--- config.mk ---
export PLATFORM = sky130hd
export DESIGN_NAME = com_to_fifo
export DESIGN_NICKNAME = d
export VERILOG_FILES = /design/src/rtl/com_to_fifo.sv
export SDC_FILE = /design/constraint.sdc
export NUM_CORES = 1
export LEC_CHECK = 0
export BUFFER_PORTS_ARGS = -buffer_cell sky130_fd_sc_hd__buf_2
export CORE_MARGIN = 5
export CORE_UTILIZATION = 46
export DETAILED_ROUTE_END_ITERATION = 10
export GPL_ROUTABILITY_DRIVEN = 0
export PLACE_DENSITY = 0.73
export SYNTH_ARGS = -nofsm -noshare
export SYNTH_HDL_FRONTEND = slang
export SYNTH_SLANG_ARGS = --single-unit
--- constraint.sdc ---
create_clock -name i_clk -period 2.1 [get_ports i_clk]
set_clock_uncertainty 0.2 [all_clocks]
set_input_delay 0 -clock i_clk [delete_from_list [all_inputs] [get_ports i_clk]]
set_output_delay 0 -clock i_clk [all_outputs]
set_load 0.01 [all_outputs]
--- src/rtl/com_to_fifo.sv ---
// UART receive path: deserialises 8N1 frames into data/CRC-8 byte pairs,
// verifies the CRC and pushes good data bytes into the receive FIFO.
module com_to_fifo #(
    parameter int CLKS_PER_BIT = 16,
    parameter int TIMEOUT_BITS = 20
) (
    input  logic       i_clk,
    input  logic       i_reset_n,
    input  logic       i_enable,
    input  logic       i_rx,
    input  logic       i_fifo_busy,
    input  logic       i_fifo_full,
    output logic       o_fifo_we,
    output logic [7:0] o_fifo_data,
    output logic [7:0] o_data_out,
    output logic [7:0] o_crc_out,
    output logic       o_crc_error,
    output logic       o_frame_error,
    output logic       o_overflow,
    output logic       o_isFinish,
    output logic       o_busy
);

    localparam int CNT_W      = $clog2(CLKS_PER_BIT + 1);
    localparam int TO_CYCLES  = TIMEOUT_BITS * CLKS_PER_BIT;
    localparam int TO_W       = $clog2(TO_CYCLES + 1);

    localparam logic [CNT_W-1:0] CNT_ONE  = CNT_W'(1);
    localparam logic [CNT_W-1:0] CNT_HALF = CNT_W'(CLKS_PER_BIT / 2);
    localparam logic [CNT_W-1:0] CNT_FULL = CNT_W'(CLKS_PER_BIT);
    localparam logic [TO_W-1:0]  TO_ONE   = TO_W'(1);
    localparam logic [TO_W-1:0]  TO_LAST  = TO_W'(TO_CYCLES - 1);

    typedef enum logic [2:0] {
        S_IDLE  = 3'd0,
        S_START = 3'd1,
        S_DATA  = 3'd2,
        S_STOP  = 3'd3,
        S_CHECK = 3'd4,
        S_WRITE = 3'd5,
        S_BREAK = 3'd6
    } state_t;

    // CRC-8, poly 0x07, init 0x00, MSB first; over a single byte the init is the byte itself
    function automatic logic [7:0] crc8(input logic [7:0] d);
        logic [7:0] c;
        c = d;
        for (int i = 0; i < 8; i++) begin
            c = c[7] ? ((c << 1) ^ 8'h07) : (c << 1);
        end
        return c;
    endfunction

    logic             r_rx_meta;
    logic             r_rx_sync;
    state_t           r_state;
    logic [CNT_W-1:0] r_bit_cnt;
    logic [2:0]       r_bit_idx;
    logic [7:0]       r_shift;
    logic             r_pending;
    logic [TO_W-1:0]  r_to_cnt;
    logic [7:0]       r_data_out;
    logic [7:0]       r_crc_out;
    logic [7:0]       r_fifo_data;

    state_t           w_state_next;
    logic [CNT_W-1:0] w_cnt_next;
    logic [2:0]       w_idx_next;
    logic [7:0]       w_shift_next;
    logic             w_pending_next;
    logic [TO_W-1:0]  w_to_next;
    logic [7:0]       w_dout_next;
    logic [7:0]       w_cout_next;
    logic             w_we;
    logic             w_crc_err;
    logic             w_frm_err;
    logic             w_ovf;
    logic             w_fin;
    logic             w_crc_match;
    logic             w_we_g;

    assign w_crc_match = (crc8(r_data_out) == r_shift);

    // Two-flop synchroniser for the asynchronous serial line, idle high
    always_ff @(posedge i_clk or negedge i_reset_n) begin
        if (!i_reset_n) begin
            r_rx_meta <= 1'b1;
            r_rx_sync <= 1'b1;
        end else begin
            r_rx_meta <= i_rx;
            r_rx_sync <= r_rx_meta;
        end
    end

    // Next-state and pulse decode for the receive/check/write sequence
    always_comb begin
        w_state_next   = r_state;
        w_cnt_next     = r_bit_cnt;
        w_idx_next     = r_bit_idx;
        w_shift_next   = r_shift;
        w_pending_next = r_pending;
        w_to_next      = r_to_cnt;
        w_dout_next    = r_data_out;
        w_cout_next    = r_crc_out;
        w_we           = 1'b0;
        w_crc_err      = 1'b0;
        w_frm_err      = 1'b0;
        w_ovf          = 1'b0;
        w_fin          = 1'b0;

        case (r_state)
            S_IDLE: begin
                if (r_pending && (r_to_cnt == TO_LAST)) begin
                    w_pending_next = 1'b0;
                    w_to_next      = '0;
                    w_fin          = 1'b1;
                end else if (r_pending) begin
                    w_to_next = r_to_cnt + TO_ONE;
                end else begin
                    w_to_next = '0;
                end
                if (!r_rx_sync) begin
                    w_state_next = S_START;
                    w_cnt_next   = CNT_ONE;
                end else begin
                    w_cnt_next = '0;
                end
            end
            S_START: begin
                if (r_bit_cnt == CNT_HALF) begin
                    w_cnt_next = CNT_ONE;
                    w_idx_next = 3'd0;
                    w_state_next = r_rx_sync ? S_IDLE : S_DATA;
                end else begin
                    w_cnt_next = r_bit_cnt + CNT_ONE;
                end
            end
            S_DATA: begin
                if (r_bit_cnt == CNT_FULL) begin
                    w_cnt_next   = CNT_ONE;
                    w_shift_next = {r_rx_sync, r_shift[7:1]};
                    w_idx_next   = r_bit_idx + 3'd1;
                    w_state_next = (r_bit_idx == 3'd7) ? S_STOP : S_DATA;
                end else begin
                    w_cnt_next = r_bit_cnt + CNT_ONE;
                end
            end
            S_STOP: begin
                if ((r_bit_cnt == CNT_FULL) && r_rx_sync) begin
                    w_state_next = S_CHECK;
                end else if (r_bit_cnt == CNT_FULL) begin
                    w_frm_err      = 1'b1;
                    w_fin          = 1'b1;
                    w_pending_next = 1'b0;
                    w_state_next   = S_BREAK;
                end else begin
                    w_cnt_next = r_bit_cnt + CNT_ONE;
                end
            end
            S_CHECK: begin
                w_cnt_next = '0;
                if (!r_pending) begin
                    w_dout_next    = r_shift;
                    w_pending_next = 1'b1;
                    w_to_next      = '0;
                    w_state_next   = S_IDLE;
                end else if (w_crc_match) begin
                    w_cout_next    = r_shift;
                    w_pending_next = 1'b0;
                    w_state_next   = S_WRITE;
                end else begin
                    w_cout_next    = r_shift;
                    w_pending_next = 1'b0;
                    w_crc_err      = 1'b1;
                    w_fin          = 1'b1;
                    w_state_next   = S_IDLE;
                end
            end
            S_WRITE: begin
                // Full has priority; a busy FIFO is given half a bit-time before the byte is dropped
                if (i_fifo_full) begin
                    w_ovf        = 1'b1;
                    w_fin        = 1'b1;
                    w_state_next = S_IDLE;
                end else if (!i_fifo_busy) begin
                    w_we         = 1'b1;
                    w_fin        = 1'b1;
                    w_state_next = S_IDLE;
                end else if (r_bit_cnt == CNT_HALF) begin
                    w_ovf        = 1'b1;
                    w_fin        = 1'b1;
                    w_state_next = S_IDLE;
                end else begin
                    w_cnt_next = r_bit_cnt + CNT_ONE;
                end
            end
            S_BREAK: begin
                w_state_next = r_rx_sync ? S_IDLE : S_BREAK;
            end
            default: begin
                w_state_next = S_IDLE;
            end
        endcase
    end

    // State, datapath and display registers; enable low parks the receiver
    always_ff @(posedge i_clk or negedge i_reset_n) begin
        if (!i_reset_n) begin
            r_state     <= S_IDLE;
            r_bit_cnt   <= '0;
            r_bit_idx   <= 3'd0;
            r_shift     <= 8'h00;
            r_pending   <= 1'b0;
            r_to_cnt    <= '0;
            r_data_out  <= 8'h00;
            r_crc_out   <= 8'h00;
            r_fifo_data <= 8'h00;
        end else if (!i_enable) begin
            r_state   <= S_IDLE;
            r_bit_cnt <= '0;
            r_pending <= 1'b0;
            r_to_cnt  <= '0;
        end else begin
            r_state    <= w_state_next;
            r_bit_cnt  <= w_cnt_next;
            r_bit_idx  <= w_idx_next;
            r_shift    <= w_shift_next;
            r_pending  <= w_pending_next;
            r_to_cnt   <= w_to_next;
            r_data_out <= w_dout_next;
            r_crc_out  <= w_cout_next;
            if (w_we_g) begin
                r_fifo_data <= r_data_out;
            end else begin
                r_fifo_data <= r_fifo_data;
            end
        end
    end

    assign w_we_g        = w_we & i_enable;
    assign o_fifo_we     = w_we_g;
    assign o_fifo_data   = w_we_g ? r_data_out : r_fifo_data;
    assign o_data_out    = r_data_out;
    assign o_crc_out     = r_crc_out;
    assign o_crc_error   = w_crc_err & i_enable;
    assign o_frame_error = w_frm_err & i_enable;
    assign o_overflow    = w_ovf & i_enable;
    assign o_isFinish    = w_fin & i_enable;
    assign o_busy        = (r_state != S_IDLE) | r_pending;

endmodule

==> results.yml <==
finish:
  num-fill-cells: 522
  final-seq-area_mm2: 0.00139
  synthToLayoutAreaGrowth_pct: 27.8
  diodes: 0
  drive_gt1_share_pct: 46.4
  nets: 368
  design_area_mm2: 0.00395
  multiInputGateArea_mm2: 0.00169
  fin_cells: 435
timing:
  min_period_ps: 2260
  hold_slack_ps: 38.2
  setup_violations: 10
  tns_ps: -848
  slew-limit-headroom_pct: 54.1
  finalHoldViolCount: 0
  fin_crit_sh_pct: 108
  rsz0062_at_grt: "true"
  finalMaxSlewViolations: 0
  tightest_slew_ps: 688
  timing.final.ws_setup_ps: -159
  fmax_mhz: 443
clocking:
  numCtsBuffers: 5
  numClockSinks: 55
  path_clk_slew_ps: 110
  cts_root_buf: "clkbuf_8"
  clk_latency_ps: 320
  cts_tree: "built"
  cts_htree_levels: 2
  clockBufferDepth: 2
synthesis:
  synth.avg_cell_area_um2: 11.0
  yosysSeqAreaShare_pct: 44.6
  syn-num-nets: 292
  synth_cell_types: 56
  ys_warn_count: 0
  syn_area_mm2: 0.00309
  ys.flop_type: "dfrtp_1"
  synth_edf_count: 0
  ys_ff_latch: 55
  synthArstFlopShare_pct: 100
  synth_cells: 281
grt:
  grt_util_all_layers_pct: 17.2
  grt.overflow.total: 0
  antenna_found_initial: 0
  grt_max_degree: 56
  grt_pass1_vias: 2456
  grt_pass1_wl_um: 11900
drt:
  drt_first_pass_iters: 4
  drtAntennaViolNets: 0
  wl_per_cell_um: 16.5
  vias_per_cell: 5.67
  drc: 0
  num_vias: 2467
  wl_um: 7180
  drt_iter0_drc: 275
pwr:
  cellLeakagePower_nw: 1.98
  power_density_mw_per_mm2: 640
  ir_worst_vdd_mv: 0.420
placement:
  io_buffers: 35
  dp.cells: 403
  place_ws_ps: 25.2
  placed_cell_area_mm2: 0.00347
  dp.final_hpwl_um: 4760
floorplan:
  core_area_mm2: 0.00646
  die_w_um: 92.0
  dieArea_mm2: 0.00846
  pin_count: 36
  die_h_um: 92.0
  start_util_pct: 47.8
  rows: 29
worst_setup_path:
  cp.arrival_ps: 2060
  crit_required_ps: 1900
  path_max_fanout: 5
  crit_start: "o_data_out[6]"
  start_kind: "register"
  r2r-start: "r_bit_cnt[0]"
  crit_type: "reg -> out"
  endpoint_kind: "output pin"
outcome:
  status: "finished with violations"
  violations: "negative setup slack"
hold_path:
  holdCritPathClass: "in -> reg"
  hold_start: "i_fifo_full"
job:
  maxCapViolCount: 0
## path summary, 6_finish.rpt
check | endpoint | slack, ps | depth (start not counted)
min in group asynchronous | r_to_cnt[7] | 120 | 3
worst max register to register | r_bit_cnt[2] | 10 | 9
max in group asynchronous | r_state[1] | 1060 | 3
worst max-delay path | o_isFinish | -160 | 5
worst min register to register | r_rx_sync | 160 | 0
worst min-delay path | r_state[2] | 40 | 5
## final cells by class
type | instances | area share, %
Multi-Input combinational cell | 202 | 42.7
Sequential cell | 55 | 35.1
Timing Repair Buffer | 85 | 16.0
Tap cell | 77 | 2.44
Clock buffer | 5 | 1.74
Clock inverter | 3 | 1.27
Inverter | 8 | 0.760
## critical path, cell delays in order (launching register included)
cell and delay, ps:
dfrtp_2 490, xor2_2 190, mux4_2 530, o211a_1 190, o22ai_2 190, buf_2 160
## per-layer routing
| layer | wire (µm) | vias up | GRT usage [%] |
|---|---|---|---|
| met5 | 0 | - | 0 |
| met2 | 3630 | 78 | 29.1 |
| met1 | 3090 | 1210 | 22.4 |
| met4 | 161 | 0 | 6.31 |
| met3 | 304 | 20 | 2.78 |
| li1 | - | 1159 | - |
## flip-flops by register name (all words and copies together), names as in the netlist, 3 cells and up
name         cells
o_data_out       8
r_state          3
o_crc_out        8
r_to_cnt         9
r_shift          8
r_bit_cnt        5
r_bit_idx        3
r_fifo_data      8
## cell families (layout without fill, tap and decap cells)
group / count (synthesis) / in the layout / synth area share [%]
adder cells (fa/ha/maj): 5 / 5 / 2.02
flip-flops: 55 / 55 / 44.6
multiplexers: 43 / 43 / 17.1
AND/OR/NAND/NOR: 80 / 80 / 14.7
AO/OA/AOI/OAI: 52 / 52 / 11.7
buffers and inverters: 24 / 101 / 3.64
XOR/XNOR: 22 / 22 / 6.23
## cell usage in the layout, fill, tap and decap left out, types with 5 or more instances in the layout
master | synthesis | routed
dfrtp_1 | 53 | 47
buf_4 | 1 | 43
mux2_2 | 32 | 32
buf_2 | 9 | 27
nand2_1 | 17 | 17
nor2_1 | 15 | 15
buf_6 | 1 | 11
xor2_1 | 12 | 10
xnor2_1 | 10 | 10
mux2_4 | 9 | 9
a21oi_1 | 10 | 8
o21ai_0 | 10 | 7
and3_1 | 6 | 6
dfrtp_2 | 0 | 6
inv_1 | 7 | 5
nor3_1 | 5 | 5
o21a_1 | 5 | 5
nand4_1 | 5 | 5
nor2b_1 | 6 | 5
o21ai_1 | 2 | 5
a22o_1 | 5 | 5
clkbuf_8 | 0 | 5
## timing repair
item / CTS / global route
endpoints found under the setup margin: 10 / 27
pin swaps: 7 / 6
buffers inserted: 14 / 7
gates cloned: 0 / 0
hold buffers: 3 / 0
hold endpoints to repair: 65 / 0
gates resized for setup: 22 / 19
## per-stage QoR
step	util [%]	power, mW
after global placement	53.8	1.65
after detailed placement	53.8	1.66
final	61.2	2.53
after global routing	61.2	2.64
after floorplan	-	1.47
after CTS	59.3	2.45
## synth_stat cells (2+ instances only)
cell type / count / area, µm²
inv_1: 7 / 26.3
or3_1: 6 / 37.5
o22a_1: 2 / 17.5
o21ai_1: 2 / 10.0
nand2b_1: 2 / 12.5
ha_1: 5 / 62.6
dfrtp_1: 53 / 1330
nand2_1: 17 / 63.8
o21ai_0: 10 / 50.1
nor4bb_1: 2 / 20.0
mux2_4: 9 / 135
nand3_1: 4 / 20.0
nand4b_1: 2 / 17.5
a21oi_1: 10 / 50.1
nor2b_1: 6 / 37.5
buf_2: 9 / 45.0
and3_1: 6 / 37.5
clkbuf_1: 3 / 11.3
buf_1: 2 / 7.51
nand4bb_1: 2 / 22.5
nand4_1: 5 / 31.3
nor3_1: 5 / 25.0
mux2_2: 32 / 360
a22o_1: 5 / 43.8
xor2_1: 12 / 105
o211a_1: 2 / 20.0
dfstp_2: 2 / 52.6
o22ai_1: 3 / 18.8
o21a_1: 5 / 37.5
nor2_1: 15 / 56.3
o211ai_1: 2 / 15.0
xnor2_1: 10 / 87.6
## report_power, final
group / internal (mW) / switching (mW) / leakage [nW]
registers: 1.09 / 0.0335 / 0.750
logic: 0.285 / 0.365 / 1.17
clock network: 0.368 / 0.386 / 0.0607
Note: power is estimated with default switching activity, not from simulation.
